[config.mk]
export PLATFORM = sky130hd
export DESIGN_NAME = servo_bank
export DESIGN_NICKNAME = d
export VERILOG_FILES = /design/src/rtl/servo_bank.sv
export SDC_FILE = /design/constraint.sdc
export NUM_CORES = 1
export LEC_CHECK = 0
export CORE_AREA = 2 2 100 102
export CTS_BUF_LIST = sky130_fd_sc_hd__clkbuf_16
export CTS_CLUSTER_DIAMETER = 150
export DETAILED_ROUTE_END_ITERATION = 12
export DIE_AREA = 0 0 102 104
export PLACE_DENSITY_LB_ADDON = 0.12
export RECOVER_POWER = 50
export SYNTH_ARGS = -nofsm -noshare
export SYNTH_HDL_FRONTEND = slang
export SYNTH_SLANG_ARGS = --single-unit
[constraint.sdc]
create_clock -name clk -period 4 [get_ports clk]
set_input_delay 1 -clock clk [delete_from_list [all_inputs] [get_ports clk]]
set_output_delay 1 -clock clk [all_outputs]
set_load 0.05 [all_outputs]
[src/rtl/servo_bank.sv]
// Multi-channel servo PWM sequencer: each channel plays a (pulse width, frame count)
// command against one shared free-running frame timer, optionally one channel at a time.
module servo_bank #(
    parameter int NCH         = 2,
    parameter int FRAME_TICKS = 1000000,
    parameter int PW_W        = 17,
    parameter int HOLD_W      = 10,
    parameter bit EXCLUSIVE   = 1'b1
) (
    input  logic                   clk,
    input  logic                   reset,
    input  logic [NCH-1:0]         cmd_valid,
    input  logic [NCH*PW_W-1:0]    cmd_pw,
    input  logic [NCH*HOLD_W-1:0]  cmd_frames,
    output logic [NCH-1:0]         cmd_accept,
    output logic [NCH-1:0]         cmd_reject,
    output logic [NCH-1:0]         busy,
    output logic [NCH-1:0]         done,
    output logic [NCH-1:0]         pwm
);

    localparam int CNT_W = (FRAME_TICKS > 1) ? $clog2(FRAME_TICKS) : 1;
    // Comparisons run one bit wider than either operand so pw and the frame length never truncate.
    localparam int CMP_W = ((PW_W > CNT_W) ? PW_W : CNT_W) + 1;
    localparam logic [CNT_W-1:0] CNT_MAX = CNT_W'(FRAME_TICKS - 1);
    localparam logic [CMP_W-1:0] FT_CMP  = CMP_W'(FRAME_TICKS);

    typedef enum logic [1:0] {
        ST_IDLE,
        ST_PENDING,
        ST_RUN
    } state_t;

    state_t            state_q  [NCH];
    state_t            state_d  [NCH];
    logic [PW_W-1:0]   pw_q     [NCH];
    logic [PW_W-1:0]   pw_d     [NCH];
    logic [HOLD_W-1:0] frames_q [NCH];
    logic [HOLD_W-1:0] frames_d [NCH];
    logic [HOLD_W-1:0] rem_q    [NCH];
    logic [HOLD_W-1:0] rem_d    [NCH];

    logic [CNT_W-1:0]  cnt_q, cnt_d;
    logic [NCH-1:0]    accept_q, accept_d;
    logic [NCH-1:0]    reject_q, reject_d;
    logic [NCH-1:0]    done_q, done_d;
    logic [NCH-1:0]    pwm_q, pwm_d;
    logic [NCH-1:0]    busy_now;
    logic [NCH-1:0]    cmd_ok;
    logic              any_busy;

    always_comb begin
        cnt_d = (cnt_q == CNT_MAX) ? '0 : cnt_q + CNT_W'(1);
    end

    always_comb begin
        any_busy = 1'b0;
        for (int i = 0; i < NCH; i++) begin
            busy_now[i] = (state_q[i] != ST_IDLE);
            any_busy    = any_busy | busy_now[i];
        end
    end

    always_comb begin
        logic [PW_W-1:0]   pw_in;
        logic [HOLD_W-1:0] fr_in;
        logic              take;
        logic              lower_req;
        logic              pulse_on;

        pw_in     = '0;
        fr_in     = '0;
        take      = 1'b0;
        lower_req = 1'b0;
        pulse_on  = 1'b0;
        accept_d  = '0;
        reject_d  = '0;
        done_d    = '0;
        pwm_d     = '0;
        cmd_ok    = '0;
        for (int i = 0; i < NCH; i++) begin
            state_d[i]  = state_q[i];
            pw_d[i]     = pw_q[i];
            frames_d[i] = frames_q[i];
            rem_d[i]    = rem_q[i];
        end

        for (int i = 0; i < NCH; i++) begin
            pw_in     = cmd_pw[i*PW_W +: PW_W];
            fr_in     = cmd_frames[i*HOLD_W +: HOLD_W];
            cmd_ok[i] = (fr_in != '0) && (CMP_W'(pw_in) < FT_CMP) && (state_q[i] == ST_IDLE);
            // Lower index wins when several idle channels ask in the same cycle.
            take      = cmd_valid[i] && cmd_ok[i] &&
                        (!EXCLUSIVE || (!any_busy && !lower_req));
            lower_req = lower_req | (cmd_valid[i] & cmd_ok[i]);
            accept_d[i] = take;
            reject_d[i] = cmd_valid[i] && !take;
            pulse_on    = CMP_W'(cnt_q) < CMP_W'(pw_q[i]);

            case (state_q[i])
                ST_IDLE: begin
                    if (take) begin
                        state_d[i]  = ST_PENDING;
                        pw_d[i]     = pw_in;
                        frames_d[i] = fr_in;
                    end
                end
                ST_PENDING: begin
                    // The counter==0 cycle already drives the first high bit of the frame.
                    if (cnt_q == '0) begin
                        state_d[i] = ST_RUN;
                        rem_d[i]   = frames_q[i];
                        pwm_d[i]   = pulse_on;
                    end
                end
                ST_RUN: begin
                    pwm_d[i] = pulse_on;
                    if (cnt_q == CNT_MAX) begin
                        rem_d[i] = rem_q[i] - HOLD_W'(1);
                        if (rem_q[i] == HOLD_W'(1)) begin
                            state_d[i] = ST_IDLE;
                            done_d[i]  = 1'b1;
                        end
                    end
                end
                default: begin
                    state_d[i] = ST_IDLE;
                end
            endcase
        end
    end

    always_ff @(posedge clk) begin
        if (reset) begin
            cnt_q    <= '0;
            accept_q <= '0;
            reject_q <= '0;
            done_q   <= '0;
            pwm_q    <= '0;
            for (int i = 0; i < NCH; i++) begin
                state_q[i] <= ST_IDLE;
            end
        end else begin
            cnt_q    <= cnt_d;
            accept_q <= accept_d;
            reject_q <= reject_d;
            done_q   <= done_d;
            pwm_q    <= pwm_d;
            for (int i = 0; i < NCH; i++) begin
                state_q[i] <= state_d[i];
            end
        end
    end

    // Command payload registers are only meaningful while the channel state says so.
    always_ff @(posedge clk) begin
        for (int i = 0; i < NCH; i++) begin
            pw_q[i]     <= pw_d[i];
            frames_q[i] <= frames_d[i];
            rem_q[i]    <= rem_d[i];
        end
    end

    assign cmd_accept = accept_q;
    assign cmd_reject = reject_q;
    assign busy       = busy_now;
    assign done       = done_q;
    assign pwm        = pwm_q;

endmodule

==> impl_metrics.yaml <==
status:
  run_status: "completed"
timing:
  tightest_slew_margin_relative_to_the_limit: 0.3269
  setup_tns_ns: 0
  final-hold-violation-count: 0
  worst_clock_skew_ns: 0.009025
  slew_viol_final: 0
  setup_viol_count_final: 0
  maxClockFrequency_mhz: 312.6
  fin_crit_sh: 0.7997
  worst_slew_pin_slew_ns: 1.010
  grt_setup_unrepaired: "false"
  fin_crit_ns: 3.199
logic_synthesis:
  mappedNetlistNets: 561
  synth-async-reset-ratio: 0
  synth_top_cells_by_count: "sky130_fd_sc_hd__edfxtp_1 (74), sky130_fd_sc_hd__inv_1 (51), sky130_fd_sc_hd__nor2_1 (51), sky130_fd_sc_hd__ha_1 (47), sky130_fd_sc_hd__dfxtp_1 (32)"
  synth_sequential_area_ratio: 0.5556
  synthMostInstantiatedCell: "sky130_fd_sc_hd__edfxtp_1"
  synth.cell_area_mm2: 0.005152
  postSynth.topFlopCell: "sky130_fd_sc_hd__edfxtp_1"
  postSynthAreaPerCell_um2: 11.30
  netlist.top_cell.by_area: "sky130_fd_sc_hd__edfxtp_1"
  yosysUniqueCellTypes: 44
  ys_top_cells_by_area: "sky130_fd_sc_hd__edfxtp_1 (43%), sky130_fd_sc_hd__dfxtp_1 (12%), sky130_fd_sc_hd__ha_1 (11%)"
  warnings_synthesis: 0
  netlist.area_leader.share: 0.4313
  synth_enable_flop_cells: 74
  syn-instance-count: 456
  synth-seq-cells: 106
floorplanning:
  top_level_ports: 68
  initial_utilization: 0.5396
  floorplan.die.width_um: 102
  core_area_mm2: 0.009549
  placementRows: 36
  fp.dieH_um: 104
  floorplan.die_area_mm2: 0.01061
clocking:
  cts_setup_buffers: 0
  clk-insertion-delay-late_ns: 0.35
  tritoncts: "built"
  cts_made_buffers: 9
  htreeDepth: 3
  cts-resized-gates: 0
  cts.clk_slew.worst_paths_ns: 0.06
  clockBufferDepth: 2
  clock_sinks: 106
  clock-root-buffer: "sky130_fd_sc_hd__clkbuf_16"
  cts_hold_buffers: 0
drt:
  dr.first_iter.drc_count: 115
  vias: 3481
  wl_per_cell_um: 14.66
  remaining_drc_errors: 0
  avgViaCountPerCell: 5.227
  drt.antenna.violating_nets: 0
  detail_route.first_pass.iterations: 4
  route.final.wire_length_um: 9761
pwr:
  p_leak_nw: 2.600
  power.total_mw: 3.244
  power_per_cell_area_mw_per_mm2: 518.9
  vdd_drop_max_v: 0.0003427
placement:
  dp_hpwl_um: 7237
  io_buffers: 67
  place_congestion: 0.8114
critical_path:
  cp_max_fo: 28
  startpoint_type: "input port"
  critical_path_class: "in2reg"
  required_ns: 4.01
  setup.worst_path.end_class: "flip-flop"
  critPathArrivalTime_ns: 3.21
global_route:
  maximum_number_of_pins_on_one_net_before_global_route_repair: 29
  number_of_global_route_vias_before_repair: 3485
  grt_pass1_wl_um: 16140
  globalRoute.totalOverflow: 0
  antenna_found_initial: 0
  grt_total_usage: 0.1960
hold_path:
  worstHoldPathType: "reg2reg"
run:
  max-cap-violations: 0
layout:
  filler_cell_count: 776
  drive_above_1_share: 0.03565
  layout-area-overhead-vs-synth_pct: 21.32
  num_antenna_cells: 0
  final_net_count: 633
==> worst paths after layout <==
check                      from     endpoint  slack, ns  cells after the start
setup / recovery  cmd_frames[7]  pw_q[0][21]       0.80                      6
hold / removal         cnt_q[0]     cnt_q[0]       0.51                      1
setup reg to reg       cnt_q[9]  rem_q[0][5]       1.18                      6
hold reg to reg        cnt_q[0]     cnt_q[0]       0.51                      1
==> registers in the layout, summed over array words and instances (netlist names) <==
signal and count:
pw_q 34, cnt_q 20, frames_q 20, rem_q 20, state_q 4, cmd_accept 2, cmd_reject 2, done 2
pwm 2
==> routing by layer <==
metal / part of all wire / track usage / vias to the layer above
met3: 0.040 / 0.06048 / 13
li1: - / - / 1769
met5: 0 / 0 / -
met2: 0.52 / 0.3383 / 73
met1: 0.42 / 0.2274 / 1626
met4: 0.017 / 0.06857 / 0
==> worst max-delay path, stage by stage <==
cell	delay (ns)
sky130_fd_sc_hd__dlygate4sd3_1	0.56
sky130_fd_sc_hd__or4_4	0.56
sky130_fd_sc_hd__o41ai_4	0.46
sky130_fd_sc_hd__nand3_1	0.18
sky130_fd_sc_hd__nor2_2	0.10
sky130_fd_sc_hd__buf_4	0.33
==> layout by cell type, fill, tap and decap left out, types with 3 or more instances in the layout <==
| cell | instances |
|---|---|
| sky130_fd_sc_hd__edfxtp_1 | 74 |
| sky130_fd_sc_hd__dlygate4sd3_1 | 62 |
| sky130_fd_sc_hd__inv_1 | 53 |
| sky130_fd_sc_hd__nor2_1 | 49 |
| sky130_fd_sc_hd__ha_1 | 47 |
| sky130_fd_sc_hd__dfxtp_1 | 32 |
| sky130_fd_sc_hd__a21oi_1 | 27 |
| sky130_fd_sc_hd__xnor2_1 | 16 |
| sky130_fd_sc_hd__nand2_1 | 15 |
| sky130_fd_sc_hd__xor2_1 | 15 |
| sky130_fd_sc_hd__nor3_1 | 12 |
| sky130_fd_sc_hd__nand3_1 | 12 |
| sky130_fd_sc_hd__nand4_1 | 12 |
| sky130_fd_sc_hd__a21o_1 | 12 |
| sky130_fd_sc_hd__clkbuf_16 | 10 |
| sky130_fd_sc_hd__o21ai_0 | 9 |
| sky130_fd_sc_hd__nor4_1 | 8 |
| sky130_fd_sc_hd__nor2b_1 | 7 |
| sky130_fd_sc_hd__and3_1 | 7 |
| sky130_fd_sc_hd__clkdlybuf4s50_1 | 5 |
| sky130_fd_sc_hd__or3_1 | 4 |
| sky130_fd_sc_hd__mux2i_1 | 4 |
| sky130_fd_sc_hd__clkinv_1 | 4 |
| sky130_fd_sc_hd__nor3b_1 | 3 |
| sky130_fd_sc_hd__or4_1 | 3 |
==> where the power goes <==
part / switching, mW / leakage [nW] / internal [mW]
sequential: 0.127 / 0.948 / 1.49
combinational: 0.493 / 1.51 / 0.322
clock: 0.363 / 0.140 / 0.447
==> cell type report <==
type,instances,area [um2],share of cell area
timing repair buffer,69,685.7,0.1097
clock buffer,10,250.2,0.04003
sequential,106,2863,0.4580
tap,133,166.4,0.02662
clock inverter,6,22.52,0.003603
multi-input combinational,291,2072,0.3315
inverter,51,191.4,0.03062
==> kinds of logic (layout without fill, tap and decap cells) <==
logic type,after synthesis,count (layout),share of synthesized area
XOR/XNOR,31,31,0.05270
AO/OA/AOI/OAI,62,62,0.07820
adder cells (fa/ha/maj),47,47,0.1141
multiplexers,6,6,0.01214
AND/OR/NAND/NOR,145,145,0.1440
buffers and inverters,59,136,0.04322
flip-flops,106,106,0.5556
==> through the flow <==
stage          hold WS (ns)  utilization  std cells  worst slack [ns]  area (um2)
4_1_cts              0.5116       0.6546        666            0.9224        6251
3_3_place_gp         0.4985       0.6260        650            0.6042        5978
5_1_grt              0.5437       0.6546        666            0.6786        6251
6_report             0.5134       0.6546        666            0.8011        6251
3_5_place_dp         0.4968       0.6260        650            0.5474        5978
2_1_floorplan        0.4562            -        456            0.3445        5152
No activity file was read; power rests on OpenSTA's default activity.
